===== src/rtl/uart_pkg.sv =====
// Shared UART definitions for the transmit and receive paths.
// When UART_TX_PARITY_EN is defined, the state enumeration includes PARITY.
`timescale 1ns/1ps
package uart_pkg;

    localparam int   UART_DATA_BITS   = 8;
    localparam logic UART_IDLE_LEVEL  = 1'b1;
    localparam logic UART_START_LEVEL = 1'b0;
    localparam logic UART_STOP_LEVEL  = 1'b1;

`ifdef UART_TX_PARITY_EN
    typedef enum logic [2:0] {
        IDLE   = 3'd0,
        START  = 3'd1,
        DATA   = 3'd2,
        STOP   = 3'd3,
        PARITY = 3'd4
    } uart_state_t;
`else
    typedef enum logic [2:0] {
        IDLE  = 3'd0,
        START = 3'd1,
        DATA  = 3'd2,
        STOP  = 3'd3
    } uart_state_t;
`endif

endpackage


===== src/rtl/uart_tx_serializer.sv =====
// Frame serializer: pops one byte from the FIFO head and shifts it onto tx,
// one line level per baud_tick, LSB first. When UART_TX_PARITY_EN is defined,
// an even-parity bit is inserted between the data bits and the stop bit.
// The current FSM state is exported on 'state' for debug and for tx_busy.
`timescale 1ns/1ps
module uart_tx_serializer
    import uart_pkg::*;
(
    input  logic                      clk,
    input  logic                      reset,
    input  logic                      baud_tick,
    input  logic                      fifo_empty,
    input  logic [UART_DATA_BITS-1:0] head_data,
    output logic                      pop,
    output logic                      tx,
    output uart_state_t               state
);

    localparam int              CNT_W    = $clog2(UART_DATA_BITS);
    localparam logic [CNT_W-1:0] LAST_BIT = CNT_W'(UART_DATA_BITS - 1);

    uart_state_t               state_next;
    logic [UART_DATA_BITS-1:0] shift_reg;
    logic [UART_DATA_BITS-1:0] shift_next;
    logic [CNT_W-1:0]          bit_cnt;
    logic [CNT_W-1:0]          cnt_next;
    logic                      tx_next;
`ifdef UART_TX_PARITY_EN
    logic                      parity_bit;
    logic                      parity_next;
`endif

    // State, shift register, bit counter and the registered line level.
    // Reset forces the line idle at once, aborting any frame in flight.
    always_ff @(posedge clk or negedge reset) begin
        if (!reset) begin
            state      <= IDLE;
            shift_reg  <= '0;
            bit_cnt    <= '0;
            tx         <= UART_IDLE_LEVEL;
`ifdef UART_TX_PARITY_EN
            parity_bit <= 1'b0;
`endif
        end else begin
            state      <= state_next;
            shift_reg  <= shift_next;
            bit_cnt    <= cnt_next;
            tx         <= tx_next;
`ifdef UART_TX_PARITY_EN
            parity_bit <= parity_next;
`endif
        end
    end

    // Next-state and next line level; every transition waits for baud_tick,
    // so tx only ever changes in the cycle after a tick.
    always_comb begin
        state_next  = state;
        shift_next  = shift_reg;
        cnt_next    = bit_cnt;
        tx_next     = tx;
        pop         = 1'b0;
`ifdef UART_TX_PARITY_EN
        parity_next = parity_bit;
`endif
        case (state)
            IDLE: begin
                tx_next = UART_IDLE_LEVEL;
                if (baud_tick && !fifo_empty) begin
                    pop = 1'b1;
                end
            end
            START: begin
                if (baud_tick) begin
                    tx_next    = shift_reg[0];
                    shift_next = {1'b0, shift_reg[UART_DATA_BITS-1:1]};
                    cnt_next   = '0;
                    state_next = DATA;
                end
            end
            DATA: begin
                if (baud_tick) begin
                    if (bit_cnt == LAST_BIT) begin
`ifdef UART_TX_PARITY_EN
                        tx_next    = parity_bit;
                        state_next = PARITY;
`else
                        tx_next    = UART_STOP_LEVEL;
                        state_next = STOP;
`endif
                    end else begin
                        tx_next    = shift_reg[0];
                        shift_next = {1'b0, shift_reg[UART_DATA_BITS-1:1]};
                        cnt_next   = bit_cnt + 1'b1;
                    end
                end
            end
`ifdef UART_TX_PARITY_EN
            PARITY: begin
                if (baud_tick) begin
                    tx_next    = UART_STOP_LEVEL;
                    state_next = STOP;
                end
            end
`endif
            STOP: begin
                if (baud_tick) begin
                    if (!fifo_empty) begin
                        pop = 1'b1;
                    end else begin
                        tx_next    = UART_IDLE_LEVEL;
                        state_next = IDLE;
                    end
                end
            end
            default: begin
                tx_next    = UART_IDLE_LEVEL;
                state_next = IDLE;
            end
        endcase

        // A pop (from IDLE or back-to-back from STOP) loads the next frame.
        if (pop) begin
            shift_next  = head_data;
            cnt_next    = '0;
            tx_next     = UART_START_LEVEL;
            state_next  = START;
`ifdef UART_TX_PARITY_EN
            parity_next = ^head_data;
`endif
        end
    end

endmodule


===== src/rtl/uart_tx_fifo.sv =====
// UART transmit path: host-side byte FIFO feeding the frame serializer.
// Frame format is 8N1 by default; define UART_TX_PARITY_EN for 8E1.
// Host handshake: tx_write acts as valid and !tx_full as ready; a byte is
// accepted on any rising clk edge where both are high. A write while full
// is dropped and reported by a one-cycle tx_overflow pulse on the next cycle.
`timescale 1ns/1ps
module uart_tx_fifo
    import uart_pkg::*;
#(
    parameter int DEPTH      = 16,
    parameter int DATA_WIDTH = 8
) (
    input  logic                       clk,
    input  logic                       reset,
    input  logic                       baud_tick,
    input  logic [DATA_WIDTH-1:0]      tx_data_in,
    input  logic                       tx_write,
    output logic                       tx_full,
    output logic                       tx_empty,
    output logic [$clog2(DEPTH+1)-1:0] tx_count,
    output logic                       tx_overflow,
    output logic                       tx_busy,
    output logic                       tx
);

    localparam int PW = $clog2(DEPTH);
    localparam int CW = $clog2(DEPTH+1);

    logic [DATA_WIDTH-1:0] mem [DEPTH];
    logic [PW-1:0]         wr_ptr;
    logic [PW-1:0]         rd_ptr;
    logic [CW-1:0]         count;
    logic                  wr_en;
    logic                  pop;
    logic [DATA_WIDTH-1:0] head_data;
    uart_state_t           ser_state;

    // Flags come from the registered count, so a same-cycle pop never
    // frees room for that cycle's write.
    assign tx_full   = (count == CW'(DEPTH));
    assign tx_empty  = (count == '0);
    assign tx_count  = count;
    assign wr_en     = tx_write && !tx_full;
    assign head_data = mem[rd_ptr];
    assign tx_busy   = (ser_state != IDLE);

    // Storage array; contents are left as-is on reset, the pointers define validity.
    always_ff @(posedge clk) begin
        if (wr_en) begin
            mem[wr_ptr] <= tx_data_in;
        end
    end

    // Pointers wrap naturally; count tracks push-only/pop-only, holds on both.
    always_ff @(posedge clk or negedge reset) begin
        if (!reset) begin
            wr_ptr      <= '0;
            rd_ptr      <= '0;
            count       <= '0;
            tx_overflow <= 1'b0;
        end else begin
            tx_overflow <= tx_write && tx_full;
            if (wr_en) begin
                wr_ptr <= wr_ptr + 1'b1;
            end
            if (pop) begin
                rd_ptr <= rd_ptr + 1'b1;
            end
            case ({wr_en, pop})
                2'b10:   count <= count + 1'b1;
                2'b01:   count <= count - 1'b1;
                default: count <= count;
            endcase
        end
    end

    uart_tx_serializer u_serializer (
        .clk        (clk),
        .reset      (reset),
        .baud_tick  (baud_tick),
        .fifo_empty (tx_empty),
        .head_data  (head_data),
        .pop        (pop),
        .tx         (tx),
        .state      (ser_state)
    );

endmodule

===== config.mk =====
export PLATFORM = sky130hd
export DESIGN_NAME = uart_tx_fifo
export DESIGN_NICKNAME = d
export VERILOG_FILES = /design/src/rtl/uart_pkg.sv /design/src/rtl/uart_tx_serializer.sv /design/src/rtl/uart_tx_fifo.sv
export SDC_FILE = /design/constraint.sdc
export NUM_CORES = 1
export LEC_CHECK = 0
export CORE_ASPECT_RATIO = 1.4
export CORE_MARGIN = 1
export CORE_UTILIZATION = 55
export CTS_CLUSTER_SIZE = 8
export DETAILED_ROUTE_END_ITERATION = 8
export PLACE_DENSITY_LB_ADDON = 0.2
export SLEW_MARGIN = 20
export SYNTH_ARGS = -nofsm -noshare
export SYNTH_HDL_FRONTEND = slang
export SYNTH_SLANG_ARGS = --single-unit

===== constraint.sdc =====
create_clock -name clk -period 4.47 [get_ports clk]
set_clock_uncertainty 0.15 [all_clocks]
set_input_delay 0.6705 -clock clk [delete_from_list [all_inputs] [get_ports clk]]
set_output_delay 0.6705 -clock clk [all_outputs]
set_load 0.02 [all_outputs]

; Word level (Yosys, flattened, before mapping)
; Memory sizes are Yosys's and may differ from the RTL's.
; Cells that the tools add are included.
[word_totals]
ff_bits = 29
mem_bits_rw = 128
input_bits = 12
output_inout_bits = 10
wordCells = 72
mem_count = 1
[op_classes]
add_sub_neg = 5
eq_ne = 14
muxes = 31
n_reduce_logical = 13
[mem_list]
columns = memory, words, word_bits, read_ports, rd_clocked_by_memory_dff, wr, line
row1 = mem, 16, 8, 1, 0, 1, uart_tx_fifo.sv:29  ; logic [DATA_WIDTH-1:0] mem [DEPTH];
[ops]
columns = op, count
row1 = 8-bit 2-to-1 mux, 4
row2 = 3-bit 2-to-1 mux, 10
row3 = 8-bit one-hot mux with 2 select lines, 1
row4 = "3-bit != test, second input constant", 4
row5 = 3-bit one-hot mux with 4 select lines, 1
row6 = 1-bit 2-to-1 mux, 11
row7 = 5-bit one-hot mux with 2 select lines, 1
row8 = "4-bit by 1-bit adder with 4-bit output, second input constant", 2
row9 = 4-bit AND reduction, 2
row10 = "3-bit by 2-bit == test with 1-bit output, second input constant", 2
row11 = "3-bit by 2-bit != test with 1-bit output, second input constant", 2
row12 = 3-bit one-hot mux with 2 select lines, 1
row13 = 6-bit AND reduction, 1
row14 = 3-bit nonzero test, 2
row15 = "5-bit by 1-bit adder with 5-bit output, second input constant", 1
row16 = "5-bit == test, second input constant", 1
row17 = 5-bit zero test, 1
row18 = "5-bit by 1-bit subtractor with 5-bit output, second input constant", 1
row19 = "3-bit by 1-bit adder with 3-bit output, second input constant", 1
row20 = "3-bit by 1-bit == test with 1-bit output, second input constant", 1
row21 = "3-bit == test, second input constant", 1
row22 = 1-bit logical AND, 3
row23 = 3-bit zero test, 1
row24 = 1-bit one-hot mux with 3 select lines, 1
row25 = other kinds (6), 7

; Depth between registers and ports, before layout
[logic_depth]
depth_word = 7
mapped_depth = 15
ltp_nobuf = 13

; Modules after synthesis
; From an unflattened synthesis, not the netlist that was laid out.
[unflattened]
hier_cells = 363
area_unflattened_um2 = 6551.3
[by_module_without_submodules]
columns = mod, n_inst, cells_each, area_per_inst_um2, seq_area_each_um2
row1 = uart_tx_fifo, 1, 290, 5760.5, 4194.0
row2 = uart_tx_serializer, 1, 73, 790.8, 351.6

; Worst setup path after synthesis
; Ideal clock, no wire load.
[synth_path]
kind = register to register
start = reg count[1] (netlist: tx_count[1])
end = reg count[4] (netlist: tx_count[4])
setup_ns = 0.138
t_arrival_ns = 2.981
required_ns = 4.182
path_slack_ns = 1.202
stages_incl_launch_ff = 15
path_buffers = 3
period_less_slack_ns = 3.268
path_cell_list = dfrtp_1 > buf_4 > or4_4 > o221ai_4 > buf_6 > inv_2 > ha_1 > clkbuf_1 > xor2_1 > ha_1 > a211oi_1 > a21oi_1 > a32oi_1 > nor2_1 > xor2_1
[synth_via]
elab_chain_len = 7
elab_cells_between_ends = 16
cone_classes = 2 x add/sub / 3 x eq/ne / 5 x mux / 6 x reduce/logical
[synth_lines]
columns = item, line
row1 = from (decl), uart_tx_fifo.sv:32  ; logic [CW-1:0] count;
row2 = from (signal assigned), uart_tx_fifo.sv:70  ; 2'b10: count <= count + 1'b1;
row3 = from (signal assigned), uart_tx_fifo.sv:71  ; 2'b01: count <= count - 1'b1;
row4 = from (signal assigned), uart_tx_fifo.sv:72  ; default: count <= count;
row5 = 5-bit zero test, uart_tx_fifo.sv:41  ; assign tx_empty = (count == '0);
row6 = 1-bit zero test, uart_tx_serializer.sv:69  ; if (baud_tick && !fifo_empty) begin
row7 = 1-bit logical AND, uart_tx_serializer.sv:69
row8 = 1-bit 2-to-1 mux, uart_tx_serializer.sv:69
row9 = 1-bit one-hot mux with 2 select lines, uart_tx_serializer.sv:66  ; case (state)
row10 = 2-bit by 1-bit == test with 1-bit output or 2-bit == test (tied branches), uart_tx_fifo.sv:69  ; case ({wr_en, pop})
row11 = 5-bit one-hot mux with 2 select lines or 2-bit nonzero test (tied branches), -
; Several ways; a longest one is shown, not always the timed one.
; A chain may end at the register's enable or synchronous reset.

; Final worst setup path
[layout_path]
start = reg count[2] (netlist: tx_count[2])
end = reg count[4] (netlist: tx_count[4])
; Same word-level chain as after synthesis.

==> impl_metrics.csv <==
group,metric,value,unit
synthesis,yosys.area.top_type,"edfxtp_1",
clock_network,clockBufferDepth,2,
clock_network,cts_tree,"done",
sta,fmax,280,MHz
flow_run,drv_cap,0,
sta,setup_viol,0,
setup_path,cp.arrival,3.72,ns
floorplanning,core-area,0.0115,mm²
sta,finalCriticalPeriod,3.58,ns
status,status,"complete, no violations",
floorplanning,die_y,131,µm
global_routing,grt_overflow_total,0,
placed_design,dp_hpwl,7.60,mm
setup_path,cp-end-kind,"flop",
synthesis,synthTopCellsByArea,"edfxtp_1 (59%), mux4_2 (11%), dfrtp_1 (10%), ha_1 (2.7%), nand2_1 (1.4%)",
layout,final_cell_mix,"edfxtp_1 (128), mux4_2 (32), dfrtp_1 (26)",
floorplanning,core.rowCount,46,
layout,drive_gt1_frac,0.207,
layout,largest_register_ffs,128,
layout,layout_commonest_cell,"edfxtp_1",
placed_design,routabilityCongestion,0.754,
clock_network,clock-sinks,156,
synthesis,ys_ff_latch,156,
global_routing,grt_pass1_vias,3273,
clock_network,ctsHoldBuffers,0,
routing,num_vias,3254,
synthesis,ys.flop_type,"edfxtp_1",
synthesis,yosysSeqAreaShare,0.695,
setup_path,path_class,"flop to flop",
floorplanning,die_area,0.0123,mm²
sta,final_max_slew_viol_count,0,
sta,finalCritPeriodShare,0.800,
floorplanning,die_x,94.1,µm
global_routing,track_usage,0.210,
sta,worst_pin_slew,1.01,ns
synthesis,synth_cells,376,
floorplanning,io_pins,22,
clock_network,cts_buffers,17,
placed_design,dp.cells,524,
routing,drtIter0Drc,220,
routing,antenna_left,0,
routing,wl,11.7,mm
clock_network,h-tree-depth,4,
routing,avgViaCountPerCell,5.86,
global_routing,met3_usage,0.0492,
layout,nets,425,
layout,fill_cells,776,
synthesis,synth_top_cell_area_share,0.588,
routing,drt-pass1-iter-count,4,
sta,slew_headroom,0.326,
routing,drt-wirelength-per-cell,21.1,µm
clock_network,cts_setup_buffers,0,
placed_design,numPortBuffers,21,
worst_hold_path,hold_class,"flop to flop",
layout,post-route-util,0.645,
pwr,p_leak,2.57,nW
pwr,ir_drop,0.000307,V
global_routing,grt_antenna_before_repair,0,
global_routing,busiest_layer,"met2",
synthesis,yosysUniqueCellTypes,49,
routing,route.detailed.drc,0,
global_routing,grt_max_degree,35,
floorplanning,initial_core_util,0.571,
clock_network,ctsResizeCount,0,
global_routing,grtUsageMet2,0.371,
global_routing,grt_pass1_wl,18.0,mm
setup_path,worstSetupStartpointType,"flop",
sta,fin_tns_setup,0,ns
clock_network,clk_latency,0.42,ns
clock_network,cts_root_buf,"clkbuf_16",
synthesis,yosysWarnings,0,
setup_path,cp.required,4.62,ns
synthesis,synth_fp_nets,402,
layout,stdcell_count,555,
layout,area_growth,13.0,%
setup_path,critPathMaxFanout,24,
layout,diodes,0,
global_routing,met1_usage,0.253,
synthesis,syn_avg_cell_area,17.4,µm²
synthesis,synth-edff-count,128,
sta,rsz0062_at_grt,"false",
pwr,p_per_area,656,mW/mm²
sta,hold_violations,0,
synthesis,syn_area,0.00654,mm²
clock_network,clk_pin_slew,0.06,ns
synthesis,synthArstFlopShare,0.179,
## layer usage
metal	routed length, µm	share of wire	up-vias
met4	102	0.0087	0
li1	-	-	1517
met1	4780	0.41	1672
met2	6460	0.55	59
met5	0	0	-
met3	348	0.030	6
## area by class of cell
class / count / area, µm² / share of cell area
flip-flops and latches: 156 / 4550 / 0.616
multi-input cells: 189 / 1830 / 0.248
clock buffers: 17 / 425 / 0.0576
repair buffers: 26 / 248 / 0.0335
well taps: 144 / 180 / 0.0244
clock inverters: 14 / 123 / 0.0166
inverters: 9 / 33.8 / 0.00457
## through the flow
step	area (µm²)	hold slack, ns	setup WS (ns)	power (W)
after global placement	6840	0.301	0.976	0.00352
final	7380	0.334	0.893	0.00484
after CTS	7380	0.337	0.900	0.00488
after detailed placement	6840	0.324	0.891	0.00356
after global routing	7380	0.366	0.751	0.00509
after floorplan	6540	0.225	1.20	0.00321
## power by group
group | internal, W | switching [W]
logic | 0.000705 | 0.000728
registers | 0.00182 | 0.000263
clock network | 0.000763 | 0.000562
total | 0.00329 | 0.00155
## worst paths after layout
kind,start,endpoint,slack [ns],cells after the start
setup / recovery,tx_count[2],tx_count[4],0.89,11
min in group asynchronous,reset,tx_count[1],0.48,2
setup reg to reg,tx_count[2],tx_count[4],0.89,11
hold / removal,u_serializer.tx,u_serializer.tx,0.33,2
hold reg to reg,u_serializer.tx,u_serializer.tx,0.33,2
max in group asynchronous,reset,u_serializer.tx,3.37,2
## worst max-delay path, stage by stage (launching register included)
cell and delay, ns:
dfrtp_1 0.48, or4_4 0.61, o221ai_4 0.58, inv_2 0.14, ha_1 0.33, xor2_1 0.20
ha_1 0.23, a211oi_1 0.28, a21oi_1 0.07, a32oi_1 0.16, nor2_1 0.07, xor2_1 0.14
## cells in the mapped netlist, types with 2 or more instances
cell type / number
edfxtp_1: 128
mux4_2: 32
dfrtp_1: 27
nand2_1: 24
nor2_1: 18
ha_1: 14
a21oi_1: 13
a22o_1: 8
clkbuf_1: 8
inv_1: 8
a221oi_1: 7
o21ai_0: 7
buf_6: 6
mux2i_1: 6
xnor2_1: 6
xor2_1: 6
nand2b_1: 4
nor3_1: 4
o21ai_1: 4
o31ai_1: 4
buf_1: 3
buf_2: 3
mux2_2: 3
a211oi_1: 2
and2_1: 2
buf_4: 2
nand3_1: 2
nor2_2: 2
nor2b_1: 2
or2_2: 2
## logic make-up (layout without fill, tap and decap cells)
| kind of cell | after synthesis | after routing | share of synthesized area |
|---|---|---|---|
| adders and majority gates | 14 | 14 | 0.0268 |
| xor gates and xnor gates | 12 | 12 | 0.0161 |
| AOI/OAI and AO/OA | 55 | 55 | 0.0620 |
| buffers and inverters | 31 | 66 | 0.0264 |
| and+or+nand+nor | 66 | 66 | 0.0469 |
| muxes | 42 | 42 | 0.126 |
| DFF | 156 | 156 | 0.695 |
Note: power is estimated with default switching activity, not from simulation.
